**config.mk**
```make
export PLATFORM = sky130hd
export DESIGN_NAME = seq_divider
export DESIGN_NICKNAME = d
export VERILOG_FILES = /design/src/rtl/div_pkg.sv /design/src/rtl/div_step.sv /design/src/rtl/seq_divider.sv
export SDC_FILE = /design/constraint.sdc
export NUM_CORES = 1
export LEC_CHECK = 0
export ABC_AREA = 1
export CORE_ASPECT_RATIO = 1.5
export CORE_MARGIN = 3
export CORE_UTILIZATION = 50
export CTS_CLUSTER_SIZE = 8
export DETAILED_ROUTE_END_ITERATION = 7
export GPL_TIMING_DRIVEN = 1
export HOLD_SLACK_MARGIN = 0.15
export PLACE_DENSITY = 0.79
export SYNTH_ARGS = -nofsm -noshare
export SYNTH_HDL_FRONTEND = slang
export SYNTH_SLANG_ARGS = --single-unit
```
**constraint.sdc**
```tcl
create_clock -name clk -period 2.8 [get_ports clk]
set_clock_uncertainty 0.1 [all_clocks]
set_input_delay 0.28 -clock clk [delete_from_list [all_inputs] [get_ports clk]]
set_output_delay 0.28 -clock clk [all_outputs]
set_load 0.1 [all_outputs]
```
**src/rtl/div_pkg.sv**
```systemverilog
// Shared definitions for the sequential divider family: FSM state encoding
// and the magnitude helper used when loading signed operands.
package div_pkg;

  // Control states of the divider.
  typedef enum logic [1:0] {
    S_IDLE = 2'd0,
    S_CALC = 2'd1,
    S_FIX  = 2'd2
  } state_e;

  // Widest operand the magnitude helper handles; callers extend to this width.
  localparam int MAX_W = 64;

  // Magnitude of a (sign-extended) operand. Negates only for signed requests
  // with a negative value. For MIN the result is 2^(WIDTH-1) once truncated,
  // which is then treated as an unsigned magnitude.
  function automatic logic [MAX_W-1:0] abs_mag(input logic [MAX_W-1:0] value,
                                               input logic             sgn);
    logic [MAX_W-1:0] mag;
    if (sgn && value[MAX_W-1]) begin
      mag = {MAX_W{1'b0}} - value;
    end else begin
      mag = value;
    end
    return mag;
  endfunction

endpackage

```
**src/rtl/div_step.sv**
```systemverilog
// One radix-2 restoring iteration: shift the next dividend bit into the
// partial remainder and subtract the divisor magnitude when it fits.
module div_step #(
  parameter int WIDTH = 16
) (
  input  logic [WIDTH:0]   rem,
  input  logic             q_msb,
  input  logic [WIDTH-1:0] dvs,
  output logic [WIDTH:0]   rem_next,
  output logic             q_bit
);

  logic [WIDTH+1:0] shifted_s;
  logic [WIDTH+1:0] dvs_ext_s;
  logic             fits_s;

  // Trial subtraction; restore (keep the shifted value) when it does not fit.
  always_comb begin
    shifted_s = {rem, q_msb};
    dvs_ext_s = {2'b00, dvs};
    fits_s    = (shifted_s >= dvs_ext_s);
    if (fits_s) begin
      rem_next = (WIDTH+1)'(shifted_s - dvs_ext_s);
      q_bit    = 1'b1;
    end else begin
      rem_next = (WIDTH+1)'(shifted_s);
      q_bit    = 1'b0;
    end
  end

endmodule

```
**src/rtl/seq_divider.sv**
```systemverilog
// Multi-cycle radix-2 restoring divider with signed/unsigned mode, quotient
// and remainder outputs, divide-by-zero and signed-overflow flags, behind a
// start/done handshake. Fixed latency of WIDTH+1 edges for normal requests.
module seq_divider
  import div_pkg::*;
#(
  parameter int WIDTH = 16
) (
  input  logic             clk,
  input  logic             clr_n,
  input  logic             start,
  input  logic             sgn,
  input  logic [WIDTH-1:0] dividend,
  input  logic [WIDTH-1:0] divisor,
  output logic [WIDTH-1:0] quotient,
  output logic [WIDTH-1:0] remainder,
  output logic             busy,
  output logic             done,
  output logic             dz,
  output logic             ovf
);

  localparam int CNT_W = $clog2(WIDTH + 1);

  // Control state
  state_e           state_r;
  state_e           state_nxt_s;

  // Datapath registers
  logic [WIDTH-1:0] q_r;
  logic [WIDTH:0]   rem_r;
  logic [WIDTH-1:0] dvs_r;
  logic [CNT_W-1:0] cnt_r;
  logic             neg_q_r;
  logic             neg_r_r;
  logic             ovf_pend_r;

  // Registered outputs
  logic [WIDTH-1:0] quotient_r;
  logic [WIDTH-1:0] remainder_r;
  logic             busy_r;
  logic             done_r;
  logic             dz_r;
  logic             ovf_r;

  // Combinational helpers
  logic [MAX_W-1:0] dvd_ext_s;
  logic [MAX_W-1:0] dvs_ext_s;
  logic [WIDTH-1:0] dvd_mag_s;
  logic [WIDTH-1:0] dvs_mag_s;
  logic             accept_s;
  logic             div_zero_s;
  logic             load_s;
  logic             dz_ev_s;
  logic             min_s;
  logic [WIDTH:0]   rem_nxt_s;
  logic             q_bit_s;
  logic [WIDTH-1:0] fix_q_s;
  logic [WIDTH-1:0] fix_r_s;

  // Operand magnitudes and request decode for the IDLE acceptance cycle.
  always_comb begin
    dvd_ext_s              = {MAX_W{sgn & dividend[WIDTH-1]}};
    dvd_ext_s[WIDTH-1:0]   = dividend;
    dvs_ext_s              = {MAX_W{sgn & divisor[WIDTH-1]}};
    dvs_ext_s[WIDTH-1:0]   = divisor;
    dvd_mag_s              = WIDTH'(abs_mag(dvd_ext_s, sgn));
    dvs_mag_s              = WIDTH'(abs_mag(dvs_ext_s, sgn));
    accept_s               = (state_r == S_IDLE) && start;
    div_zero_s             = (divisor == {WIDTH{1'b0}});
    load_s                 = accept_s && !div_zero_s;
    dz_ev_s                = accept_s && div_zero_s;
    min_s                  = (dividend == {1'b1, {(WIDTH-1){1'b0}}});
  end

  // Single restoring iteration shared by every CALC cycle.
  div_step #(.WIDTH(WIDTH)) u_step (
    .rem      (rem_r),
    .q_msb    (q_r[WIDTH-1]),
    .dvs      (dvs_r),
    .rem_next (rem_nxt_s),
    .q_bit    (q_bit_s)
  );

  // Sign correction applied when the result is published.
  always_comb begin
    if (neg_q_r) begin
      fix_q_s = {WIDTH{1'b0}} - q_r;
    end else begin
      fix_q_s = q_r;
    end
    if (neg_r_r) begin
      fix_r_s = {WIDTH{1'b0}} - rem_r[WIDTH-1:0];
    end else begin
      fix_r_s = rem_r[WIDTH-1:0];
    end
  end

  // Next-state logic: IDLE -> CALC for WIDTH iterations -> FIX -> IDLE.
  always_comb begin
    state_nxt_s = state_r;
    case (state_r)
      S_IDLE: begin
        if (load_s) begin
          state_nxt_s = S_CALC;
        end else begin
          state_nxt_s = S_IDLE;
        end
      end
      S_CALC: begin
        if (cnt_r == CNT_W'(1)) begin
          state_nxt_s = S_FIX;
        end else begin
          state_nxt_s = S_CALC;
        end
      end
      S_FIX:   state_nxt_s = S_IDLE;
      default: state_nxt_s = S_IDLE;
    endcase
  end

  // State register.
  always_ff @(posedge clk or negedge clr_n) begin
    if (!clr_n) begin
      state_r <= S_IDLE;
    end else begin
      state_r <= state_nxt_s;
    end
  end

  // Datapath and result registers; done is a single-cycle strobe.
  always_ff @(posedge clk or negedge clr_n) begin
    if (!clr_n) begin
      q_r         <= {WIDTH{1'b0}};
      rem_r       <= {(WIDTH+1){1'b0}};
      dvs_r       <= {WIDTH{1'b0}};
      cnt_r       <= {CNT_W{1'b0}};
      neg_q_r     <= 1'b0;
      neg_r_r     <= 1'b0;
      ovf_pend_r  <= 1'b0;
      quotient_r  <= {WIDTH{1'b0}};
      remainder_r <= {WIDTH{1'b0}};
      busy_r      <= 1'b0;
      done_r      <= 1'b0;
      dz_r        <= 1'b0;
      ovf_r       <= 1'b0;
    end else begin
      done_r <= 1'b0;
      if (load_s) begin
        q_r        <= dvd_mag_s;
        rem_r      <= {(WIDTH+1){1'b0}};
        dvs_r      <= dvs_mag_s;
        cnt_r      <= CNT_W'(WIDTH);
        neg_q_r    <= sgn & (dividend[WIDTH-1] ^ divisor[WIDTH-1]);
        neg_r_r    <= sgn & dividend[WIDTH-1];
        ovf_pend_r <= sgn & min_s & (divisor == {WIDTH{1'b1}});
        busy_r     <= 1'b1;
        dz_r       <= 1'b0;
        ovf_r      <= 1'b0;
      end else if (dz_ev_s) begin
        // Divide by zero answers immediately without entering CALC.
        quotient_r  <= {WIDTH{1'b1}};
        remainder_r <= dividend;
        dz_r        <= 1'b1;
        ovf_r       <= 1'b0;
        done_r      <= 1'b1;
      end else if (state_r == S_CALC) begin
        rem_r <= rem_nxt_s;
        q_r   <= {q_r[WIDTH-2:0], q_bit_s};
        cnt_r <= cnt_r - CNT_W'(1);
      end else if (state_r == S_FIX) begin
        quotient_r  <= fix_q_s;
        remainder_r <= fix_r_s;
        ovf_r       <= ovf_pend_r;
        dz_r        <= 1'b0;
        done_r      <= 1'b1;
        busy_r      <= 1'b0;
      end
    end
  end

  assign quotient  = quotient_r;
  assign remainder = remainder_r;
  assign busy      = busy_r;
  assign done      = done_r;
  assign dz        = dz_r;
  assign ovf       = ovf_r;

endmodule

```
# After elaboration in Yosys (flattened, before gate mapping)
# Cells that the tools add are included.
# word_totals
mem_bits_rw	0
reg_bits	95
output_inout_bits	36
romBits	0
word_cells	91
latchBits	0
inputBits	36
n_memories	0
# op_classes
div_mod_pow	0
n_reduce_logical	16
n_mux	38
add_sub_neg	6
n_eq_ne	9
magnitude_cmp	1
bitwise	7
n_mul	0
n_shift	0
# op_table
op	n
two-way mux 16 bit	13
two-way mux 17 bit	4
subtractor 1 x 16 -> 16 bit, first input constant	4
== test 16 bit, second input constant	2
>= comparator 18 x 16 -> 1 bit	1
subtractor 17 x 16 -> 17 bit	1
logical NOT 16 bit	1
two-way mux 1 bit	16
two-way mux 5 bit	3
inequality test 2 bit, second input constant	3
AND reduction 3 bit	2
nonzero test 2 bit	3
AND 1 bit	5
== test 5 x 1 -> 1 bit, second input constant	1
logical AND 1 bit	5
subtractor 5 x 1 -> 5 bit, second input constant	1
one-hot mux 2 bit (2 select lines)	1
AND reduction 2 bit	2
inequality test 3 bit, second input constant	1
nonzero test 3 bit	1
== test 2 x 1 -> 1 bit, second input constant	1
== test 2 bit, second input constant	1
logical NOT 2 bit	1
two-way mux 2 bit	1
other kinds (3)	3

# Logic depth before layout (Yosys ltp)
# Gate-level depths: netlist (run 1).
# logic_depth
ltp_word	5
depth_mapped	14
mapped_depth_nobuf	14

# Hierarchy
# Synthesis (run 1) repeated with hierarchy kept, for this count alone.
# unflattened
hier_cells	1133
hier_area_um2	7317.0
# by_module_without_submodules
mod	area_per_inst_um2	seq_area_each_um2	cells_each	instances
seq_divider	5809.3	2377.3	841	1
div_step	1507.7	0.0	292	1

# Worst setup path before layout (run 1)
# OpenSTA, ideal clock, no wires.
# synth_path
path_kind	register -> register
startpoint	register q_r[15]
endpoint	register rem_r[0]
path_slack_ns	0.767
path_buffers	1
required_ns	2.635
setup_time_ns	0.065
arrival_time_ns	1.868
stages_incl_launch_ff	15
synth_period_minus_slack_ns	2.033
cell_sequence	dfrtp_1 -> inv_1 -> ha_1 -> inv_1 -> fa_1 -> nand2_1 -> nand3_2 -> nand2_2 -> nand2_2 -> nand2_4 -> nand2_8 -> buf_12 -> nand2_2 -> nand3_1 -> nand2_1
# synth_between
elab_chain_cells	5
elab_cells_between_ends	6
classes_between	1 x add/sub; 1 x order compare; 4 x mux
# synth_rtl
element	line_no	text
start, declared	seq_divider.sv:30	logic [WIDTH-1:0] q_r;
start signal, assigned	seq_divider.sv:134	q_r <= {WIDTH{1'b0}};
start signal, assigned	seq_divider.sv:150	q_r <= dvd_mag_s;
start signal, assigned	seq_divider.sv:169	q_r <= {q_r[WIDTH-2:0], q_bit_s};
subtractor 17 x 16 -> 17 bit / >= comparator 18 x 16 -> 1 bit (equally long branches)	div_step.sv:23, div_step.sv:21	
two-way mux 17 bit *	div_step.sv:22	if (fits_s) begin
two-way mux 17 bit *	seq_divider.sv:167	end else if (state_r == S_CALC) begin
two-way mux 17 bit *	seq_divider.sv:160	end else if (dz_ev_s) begin
two-way mux 17 bit *	seq_divider.sv:149	if (load_s) begin
end signal, assigned	seq_divider.sv:135	rem_r <= {(WIDTH+1){1'b0}};
end signal, assigned	seq_divider.sv:151	rem_r <= {(WIDTH+1){1'b0}};
end signal, assigned	seq_divider.sv:168	rem_r <= rem_nxt_s;
end, declared	seq_divider.sv:31	logic [WIDTH:0] rem_r;
# Mark *: on every way between the ends. The rest lies on a longest branch, timed or not. The select of a mux whose other input is x is not followed.
# A chain may end at the register's enable or synchronous reset.

# Worst setup path after layout (run 1)
# layout_path
startpoint	register q_r[15]
endpoint	register rem_r[15]
# The elaborated chain is that of the path after synthesis.

==> key figures, run 1 <==
Status
  • Status: finished, final reports clean

Timing
  • Final Setup Violations: 0
  • Slew headroom: 36.9%
  • Fmax: 398 MHz
  • Measured slew at the worst slew-check pin: 0.947 ns
  • Final Cycle Share: 89.8%
  • Final hold violations: 0
  • RSZ-0062 raised after global routing: no
  • Max-slew violations: 0
  • Crit path time final: 2.51 ns
  • Setup_tns: 0 ns

Final layout
  • Ratio of cells with drive above 1 in the final layout: 9.70%
  • Most common cell after layout, fill and taps aside: nand2_1
  • Area grow syn2layout: 13.9%
  • Final Net Count: 1138
  • Commonest non-fill, non-tap cells in the layout: 317 x nand2_1, 142 x inv_1, 113 x nand3_1, 95 x dfrtp_1, 74 x nor2_1
  • Ant diodes: 0
  • Final cell count without fillers: 1245
  • Number of fill cells in the layout: 1283

GRT
  • GRT Util Overall: 27.4%
  • Largest net degree at the start of global routing: 72
  • Vias in the first global route: 6752
  • Initial antenna violation count: 0
  • Total grt overflow: 0
  • First-pass GRT wire length: 33000 um

Detailed routing
  • Wire per inst: 16.1 um
  • Via density: 5.51
  • Via count: 6865
  • Number of detailed-route iterations in the first pass: 5
  • Detailed Route WL: 20000 um
  • Initial DRC Count: 364
  • Final antenna-violating net count: 0
  • DRC violations left: 0

Place
  • Post-DP HPWL: 15500 um
  • GPL Wtd Cong: 0.977
  • I/O Buffers: 71
  • Placed Instances: 1228

Logic synthesis
  • Synth top area cells: dfrtp_1 34%, nand2_1 17%, nand3_1 8.1%
  • Number of enable flip-flop cells after synthesis: 0
  • Cell variety after synth: 43
  • Post-synth top area share: 34.1%
  • Post-synthesis simple-gate area fraction: 36.3%
  • Mapped Nets: 1074
  • Area share of fa/ha/maj cells after synthesis: 4.41%
  • Avg Cell Area, Syn: 6.88 sq um
  • Register area share after synthesis: 34.1%
  • Main combinational cell family by area after synthesis: simple AND/OR/NAND/NOR gates
  • Xor and xnor area share after synthesis: 4.40%
  • Ys Warns: 0
  • Synthesized cell area: 6970 sq um
  • Multiplexer area fraction after synthesis: 0%
  • Yosys reg bits: 95
  • Cells after Synth: 1014
  • Synth Area in Compound Gates: 9.47%
  • Largest area contributor in the synthesized netlist: dfrtp_1
  • Synth Flop Type: dfrtp_1
  • Asr flop ratio synth: 100%

Setup path
  • WP data required: 2.94 ns
  • CP Buf/Inv Count: 2
  • Crit path max-delay family: simple AND/OR/NAND/NOR gates
  • Critical setup path kind: flop to flop
  • Worst path cell trace: inv_1 > ha_1 > inv_1 > fa_1 > nand2_1 > nand3_2 > nand2_2 > nand2_2 > nand2_4 > nand2_8 > nand2_1 > nand2_1 > nand2_1 > nand2_1
  • Most used cell, CP: nand2_1
  • Nature of the critical path endpoint: flop
  • CP max FO: 17
  • CP startpoint kind: flop
  • Max incr delay on CP: 0.43 ns
  • Slowest CP cell: fa_1
  • CP arrival: 2.66 ns

Clock tree
  • TritonCTS Buffers: 9
  • Clock Tree Root: clkbuf_16
  • Clock sinks: 95
  • Worst-case clock buffer depth: 2
  • CTS tree: yes
  • Latest clock arrival within the worst-skew pair: 0.35 ns
  • Number of H-tree levels: 3
  • Reg clk slew, reported paths: 0.07 ns

Floorplanning
  • I/O pins: 72
  • Die Y: 151 um
  • Num rows: 52
  • Initial Util: 51.3%
  • Die extent in x: 102 um
  • Die footprint: 15400 sq um
  • Core Footprint: 13600 sq um

Pwr
  • Total power: 0.0113 W
  • Static leakage: 4.09 nW
  • Pwr Density: 1420 nW/um^2
  • Worst VDD drop: 0.839 mV

Run
  • Number of max-cap violations: 0

Worst hold path
  • Hold WC Path Type: flop to flop
layer usage:
| layer | GRT usage, % | vias up | routed length, um |
|---|---|---|---|
| li1 | - | 3362 | - |
| met1 | 30.9 | 3165 | 7480 |
| met2 | 47.9 | 250 | 10400 |
| met3 | 3.06 | 88 | 854 |
| met4 | 17.5 | 0 | 1310 |
| met5 | 0 | - | 0 |
Yosys cell counts (9+ instances only):
library cell	count
nand4_1	9
o21ai_1	19
nor2_1	74
dfrtp_1	95
xor2_1	24
nand2_1	317
a21oi_1	20
nand3_1	113
xnor2_1	11
inv_1	142
nand2_2	15
o21ai_0	42
nor3_1	12
ha_1	23
what timing repair did:
| item | in CTS | in global routing |
|---|---|---|
| resized for setup | 0 | 0 |
| buffers inserted | 0 | 0 |
| hold endpoints to repair | 69 | 0 |
| endpoints found under the setup margin | 0 | 0 |
| hold buffers | 1 | 0 |
cell type report:
| cell class | count | area (sq um) | share of cell area (%) |
|---|---|---|---|
| multi-input cells | 742 | 3810 | 47.9 |
| flip-flops and latches | 95 | 2380 | 29.9 |
| repair buffers | 81 | 696 | 8.76 |
| inverters | 149 | 561 | 7.06 |
| clock buffers | 10 | 229 | 2.88 |
| well taps | 162 | 203 | 2.55 |
| clock inverters | 6 | 73.8 | 0.929 |
registers in the layout, indices dropped and copies added (netlist names):
register / count
busy: 1
cnt_r: 5
done: 1
dvs_r: 16
dz: 1
neg_q_r: 1
neg_r_r: 1
ovf: 1
ovf_pend_r: 1
q_r: 16
quotient: 16
rem_r: 17
remainder: 16
state_r: 2
final timing paths:
kind / from / end / slack [ns] / depth (start not counted)
hold reg to reg: ovf_pend_r / ovf / 0.39 / 2
setup / recovery: q_r[15] / rem_r[15] / 0.29 / 14
min in group asynchronous: clr_n / rem_r[14] / 0.51 / 2
setup reg to reg: q_r[15] / rem_r[15] / 0.29 / 14
max in group asynchronous: clr_n / neg_q_r / 1.31 / 3
hold / removal: ovf_pend_r / ovf / 0.39 / 2
per-stage QoR:
step | utilization, % | cell area [sq um] | hold slack (ns) | setup WS (ns)
2_1_floorplan | - | 6970 | -0.116 | 0.767
3_5_place_dp | 56.1 | 7630 | 0.377 | 0.165
4_1_cts | 58.4 | 7950 | 0.394 | 0.308
6_report | 58.4 | 7950 | 0.386 | 0.286
5_1_grt | 58.4 | 7950 | 0.425 | 0.104
3_3_place_gp | 56.1 | 7630 | 0.368 | 0.282
worst reg2reg max path, delay by kind of cell (launching register included):
family	cells	cell delay [ns]
adders and majority gates	2	0.59
buffers and inverters	2	0.21
DFF	1	0.42
and+or+nand+nor	10	1.09
where the power goes:
group / internal (W) / switching, W
Combinational: 0.00226 / 0.00511
Clock: 0.000706 / 0.000570
Sequential: 0.00201 / 0.000631
Total: 0.00498 / 0.00631
cells by family after synthesis:
group           Yosys count
simple gates            569
buf+inv                 177
compound gates          114
flops                    95
xor+xnor                 35
fa+ha+maj                24
(Power assumes the default switching activity.)
==> run 2, diff against run 1 <==
Settings changed: CORE_UTILIZATION 50 to 55, PLACE_DENSITY 0.79 to 0.85, SETUP_SLACK_MARGIN set to 0.05.
==> run 2 against run 1 <==
  * Hold slack got worse by 0.0082 ns
  * Cell count decreased by 0.48%
  * Core utilization increased by 6.7 points
  * Global-route usage increased by 1.7 points
  * Sequential share of layout area about the same
  * Total power decreased by 0.26%
  * Non-clock buffer count increased by 3
  * Register-to-register slack got worse by 0.03 ns
  * Final area about the same
  * Largest cell class unchanged
==> key figures, run 2 (same netlist as run 1, synthesis figures left out) <==
Final layout
  • Largest register FFs: 17
  • Commonest non-fill, non-tap cells in the layout: 317 x nand2_1, 142 x inv_1, 113 x nand3_1, 95 x dfrtp_1, 74 x nor2_1
  • Most common cell after layout, fill and taps aside: nand2_1
  • Final Net Count: 1141
  • Area grow syn2layout: 14.0%
  • Ratio of cells with drive above 1 in the final layout: 10.0%
  • Number of fill cells in the layout: 1096
  • Reg with most FFs: rem_r
  • Ant diodes: 0

Timing
  • Setup_tns: 0 ns
  • Final hold violations: 0
  • RSZ-0062 raised after global routing: no
  • Max-slew violations: 0
  • Final Setup Violations: 0
  • Slew headroom: 60.5%
  • Crit path time final: 2.54 ns
  • Measured slew at the worst slew-check pin: 0.593 ns
  • Fmax: 394 MHz
  • Final Cycle Share: 90.7%
  • Slack of the critical path: 0.260 ns

GRT
  • Total grt overflow: 0
  • GRT Util Overall: 29.1%
  • Initial antenna violation count: 0
  • Vias in the first global route: 6796
  • Largest net degree at the start of global routing: 55
  • First-pass GRT wire length: 33000 um

Run
  • Number of max-cap violations: 0

Clock tree
  • Clock sinks: 95
  • Reg clk slew, reported paths: 0.07 ns
  • Postcts setup bufs: 0
  • Worst-case clock buffer depth: 2
  • CTS tree: yes
  • TritonCTS Buffers: 9
  • Clock Tree Root: clkbuf_16
  • Number of H-tree levels: 3
  • # hold bufs at CTS: 1
  • Latest clock arrival within the worst-skew pair: 0.35 ns
  • Post_cts resized: 0

Pwr
  • Worst VDD drop: 0.864 mV
  • Static leakage: 4.10 nW
  • Pwr Density: 1420 nW/um^2

Floorplanning
  • Core Footprint: 12200 sq um
  • Die Y: 144 um
  • Die extent in x: 97.9 um
  • I/O pins: 72
  • Die footprint: 14100 sq um
  • Num rows: 49
  • Initial Util: 57.2%

Setup path
  • CP startpoint kind: flop
  • Worst path cell trace: inv_1 > ha_1 > inv_1 > fa_1 > nand2_1 > nand3_2 > nand2_2 > nand2_2 > nand2_4 > nand2_8 > nand2_1 > nand2_1 > nand2_1 > nand2_1
  • Max incr delay on CP: 0.43 ns
  • Register-to-Register Path Depth: 14
  • Reg2Reg Launch Point: q_r[15]
  • Slowest CP cell: fa_1
  • Most used cell, CP: nand2_1
  • Reg2reg end: rem_r[15]
  • R2r setup slk: 0.26 ns
  • Critical setup path kind: flop to flop
  • CP arrival: 2.68 ns
  • Nature of the critical path endpoint: flop
  • CP max FO: 17
  • Worst setup path startpoint: q_r[15]
  • WP data required: 2.94 ns
  • Critical Path Sink: rem_r[15]

Detailed routing
  • DRC violations left: 0
  • Via count: 6872
  • Via density: 5.55
  • Final antenna-violating net count: 0
  • Initial DRC Count: 528
  • Wire per inst: 16.2 um
  • Number of detailed-route iterations in the first pass: 6
  • Detailed Route WL: 20100 um

Worst hold path
  • Hold WC Path Type: input pin to asynchronous set/reset pin

Place
  • Post-DP HPWL: 15400 um
  • I/O Buffers: 71
  • Worst slack, placed: 0.126 ns
  • GPL Wtd Cong: 0.959

Status
  • Status: finished, final reports clean
[run 2: changes by cell type in the layout (fill, tap and decap cells not counted), sizes merged]
cell / delta
buf: +3
clkinv: +3
clkbuf: -1
bufinv: -1
clkinvlp: -1
[run 2: through the flow]
stage | total power (W) | hold slack, ns | util, % | area [sq um] | instances
4_1_cts | 0.0112 | 0.387 | 65.1 | 7950 | 1239
6_report | 0.0113 | 0.378 | 65.1 | 7950 | 1239
3_5_place_dp | 0.00999 | 0.218 | 62.8 | 7660 | 1222
2_1_floorplan | 0.00830 | -0.116 | - | 6970 | 1014
5_1_grt | 0.0122 | 0.419 | 65.1 | 7950 | 1239
3_3_place_gp | 0.00984 | 0.212 | 62.8 | 7660 | 1222
[run 2: area by class of cell]
class / count / area [sq um] / share of cell area (%)
Multi-Input combinational cell: 742 / 3810 / 47.9
Timing Repair Buffer: 84 / 731 / 9.20
Clock buffer: 9 / 225 / 2.83
Clock inverter: 7 / 55.1 / 0.693
Tap cell: 153 / 191 / 2.41
Inverter: 149 / 561 / 7.05
Sequential cell: 95 / 2380 / 29.9
[run 2: routing by layer]
| layer | part of all wire, % | track usage, % | vias up | routed length (um) |
|---|---|---|---|---|
| li1 | - | - | 3365 | - |
| met1 | 38 | 33.1 | 3178 | 7720 |
| met2 | 52 | 53.5 | 257 | 10500 |
| met3 | 4.2 | 2.72 | 72 | 845 |
| met4 | 5.1 | 15.5 | 0 | 1030 |
| met5 | 0 | 0 | - | 0 |
[run 2: worst max-delay path, delay by kind of cell (launching register included)]
| family | cells | cell delay (ns) |
|---|---|---|
| flops | 1 | 0.41 |
| simple gates | 10 | 1.11 |
| buf+inv | 2 | 0.22 |
| fa+ha+maj | 2 | 0.60 |
[run 2: worst min path at each step]
stage / depth (start not counted) / to / start
floorplan: 0 / busy / clr_n
global placement: 1 / rem_r[10] / clr_n
detailed placement: 1 / remainder[13] / clr_n
CTS: 2 / ovf / ovf_pend_r
global route: 2 / remainder[7] / remainder[7]
finish: 2 / remainder[11] / clr_n
[run 2: where the power goes]
group | internal [W] | switching (W)
clock | 0.000614 | 0.000582
combinational | 0.00228 | 0.00515
sequential | 0.00201 | 0.000622
total | 0.00491 | 0.00635
==> run 3, diff against run 2 <==
--- a/config.mk
+++ b/config.mk
@@ -11,3 +11,4 @@
 export CORE_UTILIZATION = 55
-export CTS_CLUSTER_SIZE = 8
+export CTS_BUF_LIST = sky130_fd_sc_hd__clkbuf_8 sky130_fd_sc_hd__clkbuf_16
+export CTS_CLUSTER_SIZE = 20
 export DETAILED_ROUTE_END_ITERATION = 7
--- a/constraint.sdc
+++ b/constraint.sdc
@@ -4,2 +4,2 @@
 set_output_delay 0.28 -clock clk [all_outputs]
-set_load 0.1 [all_outputs]
+set_load 0.005 [all_outputs]
==> run 3 against run 2 <==
  * Fmax rose by 3.1%
  * Final area rose by 1.6%
  * Sequential power barely moved
  * Hold slack barely moved
  * Cell count barely moved
  * Count of clock-buffer cells in the layout rose by 1
  * Critical path depth did not move
  * Total power fell by 11%
  * Die area did not move
  * Combinational power fell by 18%
  * First-iteration DRC count fell by 27%
  * Wire length fell by 1.3%
  * Largest power group unchanged
  * Highest routed layer unchanged
==> key figures, run 3 (same netlist as run 1, synthesis figures left out) <==
Status
  • Status: finished, final reports clean

Final layout
  • Most common cell after layout, fill and taps aside: nand2_1
  • Reg with most FFs: rem_r
  • Ratio of cells with drive above 1 in the final layout: 6.73%
  • Final cell count without fillers: 1238
  • Ant diodes: 0
  • Number of fill cells in the layout: 1059
  • Commonest non-fill, non-tap cells in the layout: 316 x nand2_1, 142 x inv_1, 113 x nand3_1, 95 x dfrtp_1, 74 x nor2_1
  • Largest register FFs: 17
  • Area grow syn2layout: 15.8%
  • Final Net Count: 1140

Pwr
  • Pwr Density: 1240 nW/um^2
  • Worst VDD drop: 0.672 mV
  • Static leakage: 4.08 nW

GRT
  • Largest net degree at the start of global routing: 54
  • Initial antenna violation count: 0
  • First-pass GRT wire length: 33700 um
  • Vias in the first global route: 6972
  • Total grt overflow: 0
  • GRT Util Overall: 29.7%

Place
  • GPL Wtd Cong: 0.986
  • Post-DP HPWL: 15500 um
  • I/O Buffers: 71
  • Placed Instances: 1221

Timing
  • Final Cycle Share: 88.0%
  • Crit path time final: 2.46 ns
  • Worst hold slack: 0.378 ns
  • Final Setup Violations: 0
  • Slew headroom: 52.7%
  • Setup_tns: 0 ns
  • Measured slew at the worst slew-check pin: 0.709 ns
  • Fmax: 406 MHz
  • RSZ-0062 raised after global routing: no
  • Max-slew violations: 0
  • Final hold violations: 0

Clock tree
  • Worst-case clock buffer depth: 2
  • Latest clock arrival within the worst-skew pair: 0.35 ns
  • CTS tree: yes
  • Number of H-tree levels: 3
  • Clock Tree Root: clkbuf_16
  • Clock sinks: 95
  • TritonCTS Buffers: 9
  • Reg clk slew, reported paths: 0.07 ns

Detailed routing
  • Detailed Route WL: 19800 um
  • Number of detailed-route iterations in the first pass: 5
  • Initial DRC Count: 388
  • Wire per inst: 16.0 um
  • Via density: 5.54
  • Via count: 6857
  • DRC violations left: 0
  • Final antenna-violating net count: 0

Setup path
  • Max incr delay on CP: 0.43 ns
  • CP max FO: 17
  • CP Buf/Inv Count: 2
  • Nature of the critical path endpoint: flop
  • Worst path cell trace: inv_1 > ha_1 > inv_1 > fa_1 > nand2_1 > nand3_2 > nand2_2 > nand2_2 > nand2_4 > nand2_8 > nand2_2 > nand2_1 > nand2_1 > nand2_1
  • Slowest CP cell: fa_1
  • Critical setup path kind: flop to flop
  • Crit path max-delay family: simple AND/OR/NAND/NOR gates
  • Most used cell, CP: nand2_1
  • WP data required: 2.94 ns
  • CP arrival: 2.60 ns
  • CP startpoint kind: flop

Floorplanning
  • Core Footprint: 12200 sq um
  • Die extent in x: 97.9 um
  • Die Y: 144 um
  • Initial Util: 57.2%
  • I/O pins: 72
  • Die footprint: 14100 sq um
  • Num rows: 49

Run
  • Number of max-cap violations: 0

Worst hold path
  • Hold WC Path Type: flop to flop
[run 3: cell types whose count changed in the layout (fill, tap and decap cells not counted), sizes merged]
cell,delta
clkdlybuf4s50,+36
buf,-37
clkinv,-1
clkbuf,+1
clkinvlp,-1
bufinv,+1
[run 3: worst paths after layout]
path / depth (start not counted) / endpoint / startpoint / slack (ns)
setup / recovery: 14 / rem_r[15] / q_r[15] / 0.34
hold / removal: 2 / ovf / ovf_pend_r / 0.38
setup reg to reg: 14 / rem_r[15] / q_r[15] / 0.34
hold reg to reg: 2 / ovf / ovf_pend_r / 0.38
max in group asynchronous: 3 / q_r[10] / clr_n / 1.48
min in group asynchronous: 2 / rem_r[11] / clr_n / 0.42
[run 3: area by class of cell]
cell class | count | area [sq um] | area share, %
Clock buffer | 10 | 239 | 2.96
Tap cell | 153 | 191 | 2.37
Multi-Input combinational cell | 742 | 3810 | 47.2
Timing Repair Buffer | 83 | 813 | 10.1
Inverter | 149 | 561 | 6.94
Sequential cell | 95 | 2380 | 29.4
Clock inverter | 6 | 86.3 | 1.07
[run 3: power breakdown]
part	leakage, nW	total [W]	internal (W)	switching [W]
Clock	0.160	0.00133	0.000742	0.000584
Combinational	2.78	0.00606	0.00234	0.00372
Sequential	1.14	0.00261	0.00201	0.000593
Total	4.08	0.00999	0.00510	0.00490
[run 3: what timing repair did]
| action | 4_1_cts | 5_1_grt |
|---|---|---|
| hold endpoints to repair | 52 | 0 |
| hold buffers | 1 | 0 |
| buffers inserted | 0 | 0 |
| endpoints found under the setup margin | 0 | 1 |
| gates resized for setup | 0 | 1 |
[run 3: through the flow]
step	cell area (sq um)	utilization [%]	worst slack (ns)	total power, W
2_1_floorplan	6970	-	0.767	0.00693
3_3_place_gp	7740	63.4	0.266	0.00850
3_5_place_dp	7740	63.4	0.163	0.00863
4_1_cts	8070	66.2	0.313	0.0100
5_1_grt	8080	66.2	0.0767	0.0110
6_report	8080	66.2	0.337	0.00999
[run 3: layer usage]
layer | vias up | GRT usage (%) | part of all wire (%)
li1 | 3362 | - | -
met1 | 3215 | 33.5 | 38
met2 | 210 | 53.4 | 52
met3 | 70 | 4.08 | 4.3
met4 | 0 | 17.0 | 5.3
met5 | - | 0 | 0
[run 3: worst min-delay path: cells and delay by family, from the launching register on]
kind	cells	cell delay, ns
flops	1	0.34
simple gates	2	0.10
